$ cat config.mk
export PLATFORM = sky130hd
export DESIGN_NAME = mul_div_unit
export DESIGN_NICKNAME = d
export VERILOG_FILES = /design/src/rtl/mul_div_unit.sv
export SDC_FILE = /design/constraint.sdc
export NUM_CORES = 1
export LEC_CHECK = 0
export ABC_AREA = 0
export BUFFER_PORTS_ARGS = -buffer_cell sky130_fd_sc_hd__buf_4
export CORE_MARGIN = 5
export CORE_UTILIZATION = 65
export CTS_CLUSTER_DIAMETER = 40
export DETAILED_ROUTE_END_ITERATION = 6
export PLACE_DENSITY_LB_ADDON = 0.08
export SLEW_MARGIN = 20
export SYNTH_ARGS = -nofsm -noshare
export SYNTH_HDL_FRONTEND = slang
export SYNTH_SLANG_ARGS = --single-unit
$ cat constraint.sdc
create_clock -name clk -period 6.1 [get_ports clk]
set_input_delay 0.305 -clock clk [delete_from_list [all_inputs] [get_ports clk]]
set_output_delay 0.305 -clock clk [all_outputs]
set_load 0.02 [all_outputs]
$ cat src/rtl/mul_div_unit.sv
// ============================================================================
// Module      : mul_div_unit
// Description : Iterative RV32M multiply/divide unit (32 shift-add or
//               restoring shift-subtract steps, then one sign-fix cycle).
// Revision    : 1.0 - initial release
// ============================================================================
`default_nettype none

module mul_div_unit (
    input  logic        clk,
    input  logic        rst,
    input  logic        start,
    input  logic [2:0]  funct3,
    input  logic [31:0] A,
    input  logic [31:0] B,
    output logic        busy,
    output logic        done,
    output logic [31:0] Result
);

    typedef enum logic [1:0] {
        S_IDLE = 2'd0,
        S_RUN  = 2'd1,
        S_FIX  = 2'd2,
        S_DONE = 2'd3
    } state_t;

    state_t      r_state;
    state_t      w_next;
    logic [2:0]  r_op;
    logic [31:0] r_hi;
    logic [31:0] r_lo;
    logic [31:0] r_opnd;
    logic [4:0]  r_cnt;
    logic        r_neg_q;
    logic        r_neg_r;
    logic [31:0] r_result;

    logic        w_accept;
    logic        w_a_signed;
    logic        w_b_signed;
    logic        w_a_neg;
    logic        w_b_neg;
    logic [31:0] w_a_mag;
    logic [31:0] w_b_mag;
    logic        w_div_zero;
    logic        w_overflow;
    logic        w_special;
    logic [31:0] w_special_res;
    logic [32:0] w_mul_sum;
    logic [32:0] w_div_shift;
    logic [32:0] w_div_diff;
    logic [63:0] w_prod_fix;
    logic [31:0] w_quot_fix;
    logic [31:0] w_rem_fix;
    logic [31:0] w_fix_res;

    assign w_accept   = start && ((r_state == S_IDLE) || (r_state == S_DONE));
    assign w_a_signed = (funct3 == 3'b001) || (funct3 == 3'b010) ||
                        (funct3 == 3'b100) || (funct3 == 3'b110);
    assign w_b_signed = (funct3 == 3'b001) || (funct3 == 3'b100) || (funct3 == 3'b110);
    assign w_a_neg    = w_a_signed && A[31];
    assign w_b_neg    = w_b_signed && B[31];
    assign w_a_mag    = w_a_neg ? (~A + 32'd1) : A;
    assign w_b_mag    = w_b_neg ? (~B + 32'd1) : B;

    assign w_div_zero = funct3[2] && (B == 32'd0);
    assign w_overflow = ((funct3 == 3'b100) || (funct3 == 3'b110)) &&
                        (A == 32'h8000_0000) && (B == 32'hFFFF_FFFF);
    assign w_special  = w_div_zero || w_overflow;

    always_comb begin
        w_special_res = 32'd0;
        if (w_div_zero)
            w_special_res = funct3[1] ? A : 32'hFFFF_FFFF;
        else
            w_special_res = funct3[1] ? 32'd0 : 32'h8000_0000;
    end

    // Multiply keeps the multiplier in r_lo and shifts the product in from the top;
    // divide shifts the dividend out of r_lo into the partial remainder r_hi.
    assign w_mul_sum   = {1'b0, r_hi} + (r_lo[0] ? {1'b0, r_opnd} : 33'd0);
    assign w_div_shift = {r_hi, r_lo[31]};
    assign w_div_diff  = w_div_shift - {1'b0, r_opnd};

    assign w_prod_fix = r_neg_q ? (~{r_hi, r_lo} + 64'd1) : {r_hi, r_lo};
    assign w_quot_fix = r_neg_q ? (~r_lo + 32'd1) : r_lo;
    assign w_rem_fix  = r_neg_r ? (~r_hi + 32'd1) : r_hi;

    always_comb begin
        w_fix_res = 32'd0;
        case (r_op)
            3'b000:                 w_fix_res = w_prod_fix[31:0];
            3'b001, 3'b010, 3'b011: w_fix_res = w_prod_fix[63:32];
            3'b100, 3'b101:         w_fix_res = w_quot_fix;
            default:                w_fix_res = w_rem_fix;
        endcase
    end

    always_ff @(posedge clk) begin
        if (rst)
            r_state <= S_IDLE;
        else
            r_state <= w_next;
    end

    always_comb begin
        w_next = r_state;
        case (r_state)
            S_IDLE, S_DONE: begin
                w_next = S_IDLE;
                if (w_accept)
                    w_next = w_special ? S_DONE : S_RUN;
            end
            S_RUN:   if (r_cnt == 5'd31) w_next = S_FIX;
            S_FIX:   w_next = S_DONE;
            default: w_next = S_IDLE;
        endcase
    end

    always_ff @(posedge clk) begin
        if (rst) begin
            r_op     <= 3'd0;
            r_hi     <= 32'd0;
            r_lo     <= 32'd0;
            r_opnd   <= 32'd0;
            r_cnt    <= 5'd0;
            r_neg_q  <= 1'b0;
            r_neg_r  <= 1'b0;
            r_result <= 32'd0;
        end else begin
            case (r_state)
                S_IDLE, S_DONE: begin
                    if (w_accept) begin
                        r_op    <= funct3;
                        r_hi    <= 32'd0;
                        r_lo    <= w_a_mag;
                        r_opnd  <= w_b_mag;
                        r_cnt   <= 5'd0;
                        r_neg_q <= w_a_neg ^ w_b_neg;
                        r_neg_r <= w_a_neg;
                        if (w_special)
                            r_result <= w_special_res;
                    end
                end
                S_RUN: begin
                    r_cnt <= r_cnt + 5'd1;
                    if (r_op[2]) begin
                        if (!w_div_diff[32]) begin
                            r_hi <= w_div_diff[31:0];
                            r_lo <= {r_lo[30:0], 1'b1};
                        end else begin
                            r_hi <= w_div_shift[31:0];
                            r_lo <= {r_lo[30:0], 1'b0};
                        end
                    end else begin
                        {r_hi, r_lo} <= {w_mul_sum, r_lo[31:1]};
                    end
                end
                S_FIX:   r_result <= w_fix_res;
                default: ;
            endcase
        end
    end

    assign busy   = (r_state == S_RUN) || (r_state == S_FIX);
    assign done   = (r_state == S_DONE);
    assign Result = r_result;

endmodule

`default_nettype wire

After elaboration in Yosys (flattened, before gate mapping). Cells that the tools add are included.

Reductions and logical operators: 26. Add/subtract/negate cells: 8. Equal/unequal tests: 18. Bitwise logic cells: 6. Mux-type cells: 27.

Operators by type and width (count): $mux W32 (15); $pmux W32 S2 (3); $add A32 B1 Y32 const B (4); $not A32 Y32 (4); $pmux W32 S3 (1); $add A64 B1 Y64 const B (1); $eq A32 B32 Y1 const B (2); $mux W64 (1); $not A64 Y64 (1); $add A32 B32 Y33 (1); $sub A33 B32 Y33 (1); $logic_not A32 Y1 (1); $eq A3 B3 Y1 const B (4); $pmux W5 S2 (1); $eq A3 B2 Y1 const B (3); $logic_or A1 B1 Y1 (9); $eq A3 B1 Y1 const B (2); $logic_and A1 B1 Y1 (6); $mux W2 (3); $ne A2 B2 Y1 const B (3); $pmux W2 S3 (1); $add A5 B1 Y5 const B (1); $eq A5 B5 Y1 const B (1); $mux W5 (1); other kinds (11) (15).

Register bits: 140. Output and inout port bits: 34. Logic and storage cells: 94. Bits of input ports: 70.

Longest topological paths before layout. Gate-level depths: netlist (run 1).

Depth after elaboration: 8. Depth in mapped cells: 14. Mapped depth without buffers: 13.

Worst setup path before layout (run 1). OpenSTA, ideal clock, no wires.

Path kind: reg-to-reg. From: reg r_lo[31]. To: reg r_hi[19]. Setup time: 0.122 ns. Stages on the path, launching flop included: 14. Required time: 5.978 ns. Clock period less this slack: 3.377 ns. Data arrival time: 3.256 ns. Setup slack: 2.723 ns. Path buffers: 1. Cells stage by stage: dfxtp_1 -> inv_1 -> ha_1 -> fa_1 -> nand2b_1 -> a211oi_1 -> o211ai_1 -> a21o_1 -> and2_1 -> o211ai_1 -> clkbuf_1 -> mux2i_1 -> nor2_1 -> a221o_1.

Longest elaborated chain between the ends: 4.

RTL lines: start: declaration (line 32) `logic [31:0] r_lo;`; start signal: assignment (line 137) `r_lo <= w_a_mag;`; start signal: assignment (line 151) `r_lo <= {r_lo[30:0], 1'b1};`; start signal: assignment (line 154) `r_lo <= {r_lo[30:0], 1'b0};`; $sub A33 B32 Y33 (line 84) `assign w_div_diff = w_div_shift - {1'b0, r_opnd};`; $mux W32 (line 149) `if (!w_div_diff[32]) begin`; $mux W32 (line 148) `if (r_op[2]) begin`; $pmux W32 S2 (line 132) `case (r_state)`; end signal: assignment (line 150) `r_hi <= w_div_diff[31:0];`; end signal: assignment (line 153) `r_hi <= w_div_shift[31:0];`; end signal: assignment (line 157) `{r_hi, r_lo} <= {w_mul_sum, r_lo[31:1]};`; end: declaration (line 31) `logic [31:0] r_hi;`.

Every way passes these cells. A chain may end at the register's enable or synchronous reset.

Final worst setup path (run 1).
From: reg r_hi[0]. To: reg r_hi[23].

Longest elaborated chain between the ends: 4. Elaborated cells on any way between the ends: 5. Those cells by class: add/sub (2); mux (3).

RTL lines (line): $sub A33 B32 Y33 (84); $mux W32 (149); $mux W32 (*) (148); $pmux W32 S2 (*) (132).

Every way passes the cells marked *; elsewhere a longest branch is shown, timed or not.

==> impl_metrics.py, run 1 <==
metrics = {
    "outcome": {
        "status": "finished with violations",
        "violations": "DRC",
    },
    "min_path": {
        "whs_path_depth": 3,
        "hold_end": "r_opnd[0]$_SDFFE_PP0P_",
        "hold_path_class": "input pin to flip-flop",
        "hold_start": "B[0]",
    },
    "floorplan": {
        "die_area_um2": 24530,
        "core_area_um2": 21090,
        "num_rows": 53,
        "die_w_um": 156.6,
        "ioPinCount": 104,
        "die_h_um": 156.6,
        "start_util_pct": 66.25,
    },
    "final_layout": {
        "mostFrequentLayoutCells": "nor2_1, nand2_1, o21ai_0",
        "seqCellArea_um2": 2805,
        "nNetsFinal": 2108,
        "multi_input_area_um2": 10360,
        "num_antenna_cells": 0,
        "drive_gt1_share_pct": 9.068,
        "final_common_cell": "nor2_1",
        "area_growth_pct": 9.251,
        "layout.cells.non_filler": 2249,
        "fillers": 1756,
    },
    "worst_setup_path": {
        "cp_common_cell": "o211ai_1",
        "cpPeakStageDelay_ps": 690,
        "crit_fanout": 52,
        "cp_cell_sequence": "inv_1 > fa_1 > nand2b_1 > a211oi_1 > o211ai_1 > a21o_1 > and2_1 > o211ai_1 > buf_4 > mux2_2 > a22oi_1 > o21ai_0",
        "worstPathRequired_ps": 6390,
        "cp-end-kind": "flip-flop",
        "startpoint_type": "flip-flop",
        "reg2reg_depth": 12,
        "critPathArrivalTime_ps": 4590,
        "rr_endpoint": "r_hi[23]$_SDFFE_PP0P_",
        "critPathKind": "flip-flop to flip-flop",
        "worstReg2RegStart": "r_hi[0]$_SDFFE_PP0P_",
        "cpMaxStageDelayCell": "dfxtp_1",
        "r2r_setup_slack_ps": 1800,
    },
    "detailed_routing": {
        "wl_um": 50370,
        "first_iter_violations": 2262,
        "drt_first_pass_iters": 7,
        "drc": 3,
        "antenna_left": 0,
        "num_vias": 15650,
        "route.met2.wl_um": 20650,
        "wire_per_inst_um": 22.40,
        "viasPerCell": 6.956,
        "wl_met1_um": 20280,
        "highest_layer": "met5",
        "met3_length_um": 7397,
    },
    "pwr": {
        "p_per_area_nw_per_um2": 376.3,
        "p_seq_share_pct": 24.6,
        "combPwrFrac_pct": 56.3,
        "ir_drop_v": 0.0005289,
        "power.share.switching_pct": 49.63,
        "p_total_mw": 5.743,
        "leakagePower_nw": 6.004,
        "switching_power_mw": 2.851,
        "power.share.clock_pct": 19.1,
        "internal-power_mw": 2.893,
    },
    "synth": {
        "synth.cell_area_um2": 13970,
        "synth_nets": 2113,
        "synth_edf_count": 0,
        "async_flop_share_pct": 0,
        "ys_seq_area_share_pct": 20.06,
        "yosysWarnings": 0,
        "avgSynthCellArea_um2": 7.103,
        "synthCells": 1967,
        "synth-seq-cells": 140,
        "synth_cell_types": 78,
        "ys_dominant_reg_cell": "dfxtp_1",
    },
    "global_route": {
        "grt_first_pass_wirelength_um": 78140,
        "antenna_found_initial": 1,
        "grt_overflow": 0,
        "grt_pass1_vias": 14160,
        "grt_start_max_net_pins": 78,
        "grt_usage_pct": 39.90,
    },
    "placement": {
        "dp_hpwl_um": 37050,
        "place_congestion": 1.035,
        "io_buffers": 103,
        "dp_cells": 2218,
    },
    "cts": {
        "cts_tree": "built",
        "clockBufferDepth": 2,
        "clock_latency_ps": 440,
        "post_cts_resized": 0,
        "h-tree-depth": 4,
        "clock_sinks": 140,
        "postCtsHoldBufs": 0,
        "cts_setup_buffers": 0,
        "cts_buffers": 17,
        "clkTransAtPathRegs_ps": 70,
        "cts_root_buf": "clkbuf_16",
    },
    "timing": {
        "timing.final.max_slew_violations": 0,
        "tns_ps": 0,
        "tightestPinTransition_ps": 1185,
        "hold_viol_final": 0,
        "maxSlewHeadroom_pct": 20.69,
        "whs_ps": 149.2,
        "layout_min_cycle_time_ps": 4304,
        "rsz0062_at_grt": "false",
        "max_freq_mhz": 232.3,
        "finalSetupViolCount": 0,
        "fin_skew_ps": 10.27,
        "period_share_pct": 70.56,
    },
    "run": {
        "max_cap_viol_count": 0,
    },
}
## metrics by stage
stage | cell area, um^2 | utilization [%] | setup slack [ps]
detailed placement | 14670 | 69.57 | 1961
CTS | 15260 | 72.38 | 1931
global route | 15260 | 72.38 | 1505
floorplan | 13970 | - | 2723
global placement | 14670 | 69.57 | 2006
finish | 15260 | 72.38 | 1796
## worst max path at each step
stage	slack [ps]	cells after the start	end	start
CTS	1930	12	r_hi[23]$_SDFFE_PP0P_	r_hi[0]$_SDFFE_PP0P_
global route	1500	12	r_hi[22]$_SDFFE_PP0P_	r_lo[0]$_SDFFE_PP0P_
detailed placement	1960	12	r_hi[22]$_SDFFE_PP0P_	r_lo[0]$_SDFFE_PP0P_
floorplan	2720	13	r_hi[19]$_SDFFE_PP0P_	r_lo[31]$_SDFFE_PP0P_
global placement	2010	12	r_hi[23]$_SDFFE_PP0P_	r_hi[0]$_SDFFE_PP0P_
finish	1800	12	r_hi[23]$_SDFFE_PP0P_	r_hi[0]$_SDFFE_PP0P_
## cell usage after synthesis, types with 5 or more instances
cell | n | area share, %
or4_1 | 17 | 0.91
and3_1 | 11 | 0.49
nor2b_1 | 9 | 0.40
nor2_1 | 210 | 5.6
a211oi_1 | 58 | 3.1
inv_1 | 71 | 1.9
o22ai_1 | 21 | 0.94
a22oi_1 | 18 | 0.97
mux2i_1 | 48 | 3.4
buf_1 | 7 | 0.19
ha_1 | 74 | 6.6
nor3_1 | 58 | 2.1
nor3b_1 | 5 | 0.27
nand2_1 | 192 | 5.2
nand3_1 | 43 | 1.5
a221o_1 | 11 | 0.79
o21a_1 | 16 | 0.86
nand3b_1 | 5 | 0.27
o21ai_0 | 158 | 5.7
o221ai_1 | 16 | 1.0
a21o_1 | 30 | 1.6
clkbuf_1 | 129 | 3.5
o41ai_1 | 16 | 1.0
xnor2_1 | 81 | 5.1
a31oi_1 | 14 | 0.63
nand4_1 | 21 | 0.94
or3_1 | 26 | 1.2
o211ai_1 | 38 | 2.0
nand2b_1 | 13 | 0.58
a21oi_1 | 152 | 5.4
a311oi_1 | 12 | 0.75
nor4_1 | 25 | 1.1
a211o_1 | 5 | 0.31
or2_2 | 6 | 0.27
o31ai_1 | 18 | 0.97
dfxtp_1 | 140 | 20
o21bai_1 | 7 | 0.38
xor2_1 | 96 | 6.0
and2_1 | 14 | 0.63
## state kept, by name, summed over array words and instances (netlist names)
register / flops
r_state: 2
r_op: 3
r_hi: 32
r_cnt: 5
r_neg_q: 1
Result: 32
r_opnd: 32
r_neg_r: 1
r_lo: 32
## cell type report
cell class,instances,share of cell area [%]
Tap cell,275,2.254
Inverter,72,1.771
Clock buffer,20,2.926
Multi-Input combinational cell,1612,67.87
Timing Repair Buffer,119,5.853
Sequential cell,140,18.38
Clock inverter,11,0.9509
## critical path, delay by kind of cell (launching register included)
kind                     cells  cell delay, ps
AO/OA/AOI/OAI                6            1440
buffers and inverters        2             770
flip-flops                   1             690
adder cells (fa/ha/maj)      1             490
multiplexers                 1             400
AND/OR/NAND/NOR              2             340
## metal layers
metal	GRT usage (%)	vias up
met4	14.59	2
li1	-	7169
met1	56.07	7180
met3	11.89	204
met5	0	-
met2	57.77	1090
## logic make-up (layout without fill, tap and decap cells)
family                     after synthesis  after routing  share of synthesized area, %
AOI/OAI and AO/OA                      637            637                         29.67
xor gates and xnor gates               177            177                         11.10
adders and majority gates               76             76                         6.914
buffers and inverters                  215            222                         5.991
DFF                                    140            140                         20.06
muxes                                   52             52                         3.761
and+or+nand+nor                        670            670                         22.51
## power groups by stage
stage	Sequential (mW)	Clock, mW	Combinational, mW
floorplan	1.33	0	2.29
global placement	1.40	0	3.04
detailed placement	1.41	0	3.09
CTS	1.39	1.09	3.11
global route	1.43	1.13	3.47
finish	1.41	1.10	3.23
Power figures use the tool's default switching activity.
==> run 2, diff against run 1 <==
- CORE_UTILIZATION: 65 -> 63
- clock period: 6.1 -> 3.98 ns (I/O delays scaled with it)
==> run 2 against run 1 <==
  * The flow still finishes with violations (DRC)
  * Sequential share of layout area decreased by 0.29 points
  * Fmax increased by 15%
  * Wire length decreased by 0.66%
  * Clock power increased by 37%
  * Sequential power increased by 55%
  * Core utilization decreased by 1.3 points
  * Via count increased by 0.52%
  * Power increased by 52%
  * First-iteration DRC count decreased by 10%
  * Critical endpoint is now r_hi[16]$_SDFFE_PP0P_
  * Largest power group unchanged
  * Highest routed layer is now met4
==> impl_metrics.py, run 2 (synthesis results as in run 1) <==
metrics = {
    "timing": {
        "tns_ps": 0,
        "fin_skew_ps": 18.08,
        "period_share_pct": 93.86,
        "whs_ps": 46.57,
        "maxSlewHeadroom_pct": 37.53,
        "rsz0062_at_grt": "false",
        "max_freq_mhz": 267.7,
        "tightestPinTransition_ps": 927.3,
        "final.setup.worst_slack_ps": 244.3,
        "layout_min_cycle_time_ps": 3736,
        "hold_viol_final": 0,
        "timing.final.max_slew_violations": 0,
        "finalSetupViolCount": 0,
    },
    "run": {
        "max_cap_viol_count": 0,
    },
    "cts": {
        "cts_setup_buffers": 0,
        "postCtsHoldBufs": 0,
        "cts_buffers": 17,
        "cts_root_buf": "clkbuf_16",
        "cts_tree": "built",
        "clockBufferDepth": 2,
        "clock_sinks": 140,
        "clock_latency_ps": 440,
        "h-tree-depth": 4,
        "clkTransAtPathRegs_ps": 70,
    },
    "global_route": {
        "grt_usage_pct": 37.27,
        "antenna_found_initial": 0,
        "grt_start_max_net_pins": 68,
        "grt_pass1_vias": 14130,
        "grt_first_pass_wirelength_um": 77630,
        "grt_overflow": 0,
    },
    "floorplan": {
        "core_area_um2": 21820,
        "ioPinCount": 104,
        "start_util_pct": 64.02,
        "num_rows": 54,
        "die_area_um2": 25250,
        "die_h_um": 158.9,
        "die_w_um": 158.9,
    },
    "final_layout": {
        "nNetsFinal": 2145,
        "drive_gt1_share_pct": 10.83,
        "num_antenna_cells": 0,
        "mostFrequentLayoutCells": "nor2_1, nand2_1, o21ai_0",
        "fillers": 1908,
        "layout.cells.non_filler": 2292,
        "finalInstanceArea_um2": 15510,
        "area_growth_pct": 11.02,
        "final_common_cell": "nor2_1",
    },
    "worst_setup_path": {
        "startpoint_type": "flip-flop",
        "startpoint": "r_lo[31]$_SDFFE_PP0P_",
        "rr_endpoint": "r_hi[16]$_SDFFE_PP0P_",
        "critPathKind": "flip-flop to flip-flop",
        "crit_fanout": 30,
        "cp-end-kind": "flip-flop",
        "r2r_setup_slack_ps": 240,
        "critPathArrivalTime_ps": 4060,
        "worstReg2RegStart": "r_lo[31]$_SDFFE_PP0P_",
        "crit_end": "r_hi[16]$_SDFFE_PP0P_",
        "worstPathRequired_ps": 4300,
        "reg2reg_depth": 13,
    },
    "pwr": {
        "ir_drop_v": 0.0005070,
        "p_per_area_nw_per_um2": 561.5,
        "leakagePower_nw": 6.177,
    },
    "detailed_routing": {
        "num_vias": 15730,
        "antenna_left": 0,
        "viasPerCell": 6.861,
        "drc": 2,
        "drt_first_pass_iters": 7,
        "first_iter_violations": 2027,
        "wl_um": 50040,
        "wire_per_inst_um": 21.83,
    },
    "placement": {
        "dp_hpwl_um": 38070,
        "dp_cells": 2260,
        "place_area_um2": 14970,
        "place_congestion": 1.058,
        "place_ws_ps": 290.3,
        "io_buffers": 103,
    },
    "outcome": {
        "status": "finished with violations",
        "violations": "DRC",
    },
    "min_path": {
        "hold_path_class": "input pin to flip-flop",
    },
}
-- run 2: cell count changes in the layout (fill, tap and decap cells not counted) --
cell	before	now
buf_4	119	154
bufinv_16	3	0
clkinv_2	3	6
buf_12	0	2
clkbuf_1	2	0
inv_6	0	2
nor3_1	56	58
nor3_2	2	0
a21oi_1	151	150
a21oi_2	0	1
clkinv_4	2	3
-- run 2: layout make-up --
type                       count  area, um^2  area share [%]
clock inverter                14       96.34          0.6212
multi-input combinational   1612       10350           66.75
sequential                   140        2805           18.09
timing repair buffer         156        1196           7.712
inverter                      72       270.3           1.742
clock buffer                  18       439.2           2.832
tap                          280       350.3           2.259
-- run 2: worst max-delay path: stages, from the launching register on --
cell	delay, ps
dfxtp_1	380
inv_1	140
ha_1	260
fa_1	390
nand2b_1	180
a211oi_1	400
o211ai_1	270
a21o_1	290
and2_1	150
o211ai_1	270
buf_12	230
buf_4	230
o21ai_0	110
a221o_1	320
-- run 2: what timing repair did --
item	in CTS	in global routing
endpoints found under the setup margin	0	1
hold endpoints to repair	0	0
gates resized for setup	0	1
-- run 2: routing by layer --
metal / vias up / GRT usage, % / routed length, um
met4: 0 / 13.18 / 1960
met2: 987 / 54.66 / 20920
met5: - / 0 / 0
met3: 155 / 10.03 / 6246
met1: 7320 / 52.68 / 20910
li1: 7264 / - / -
-- run 2: per-stage QoR --
| step | util [%] | power (mW) |
|---|---|---|
| floorplan | - | 5.541 |
| global placement | 68.60 | 6.904 |
| detailed placement | 68.60 | 6.995 |
| CTS | 71.05 | 8.495 |
| global route | 71.07 | 9.164 |
| finish | 71.07 | 8.710 |
-- run 2: worst min path at each step --
stage	startpoint	to	slack [ps]	cells after the start
2_1_floorplan	B[0]	r_opnd[0]$_SDFFE_PP0P_	330	2
3_3_place_gp	r_opnd[31]$_SDFFE_PP0P_	r_opnd[31]$_SDFFE_PP0P_	440	2
3_5_place_dp	Result[7]$_SDFFE_PP0P_	Result[7]$_SDFFE_PP0P_	450	2
4_1_cts	B[0]	r_opnd[0]$_SDFFE_PP0P_	40	3
5_1_grt	B[0]	r_opnd[0]$_SDFFE_PP0P_	60	3
6_report	B[0]	r_opnd[0]$_SDFFE_PP0P_	50	3
-- run 2: power by group --
group / switching [mW] / internal [mW] / leakage [nW]
Combinational: 3.23 / 1.78 / 4.77
Clock: 0.698 / 0.812 / 0.262
Sequential: 0.450 / 1.73 / 1.14
Total: 4.38 / 4.33 / 6.18
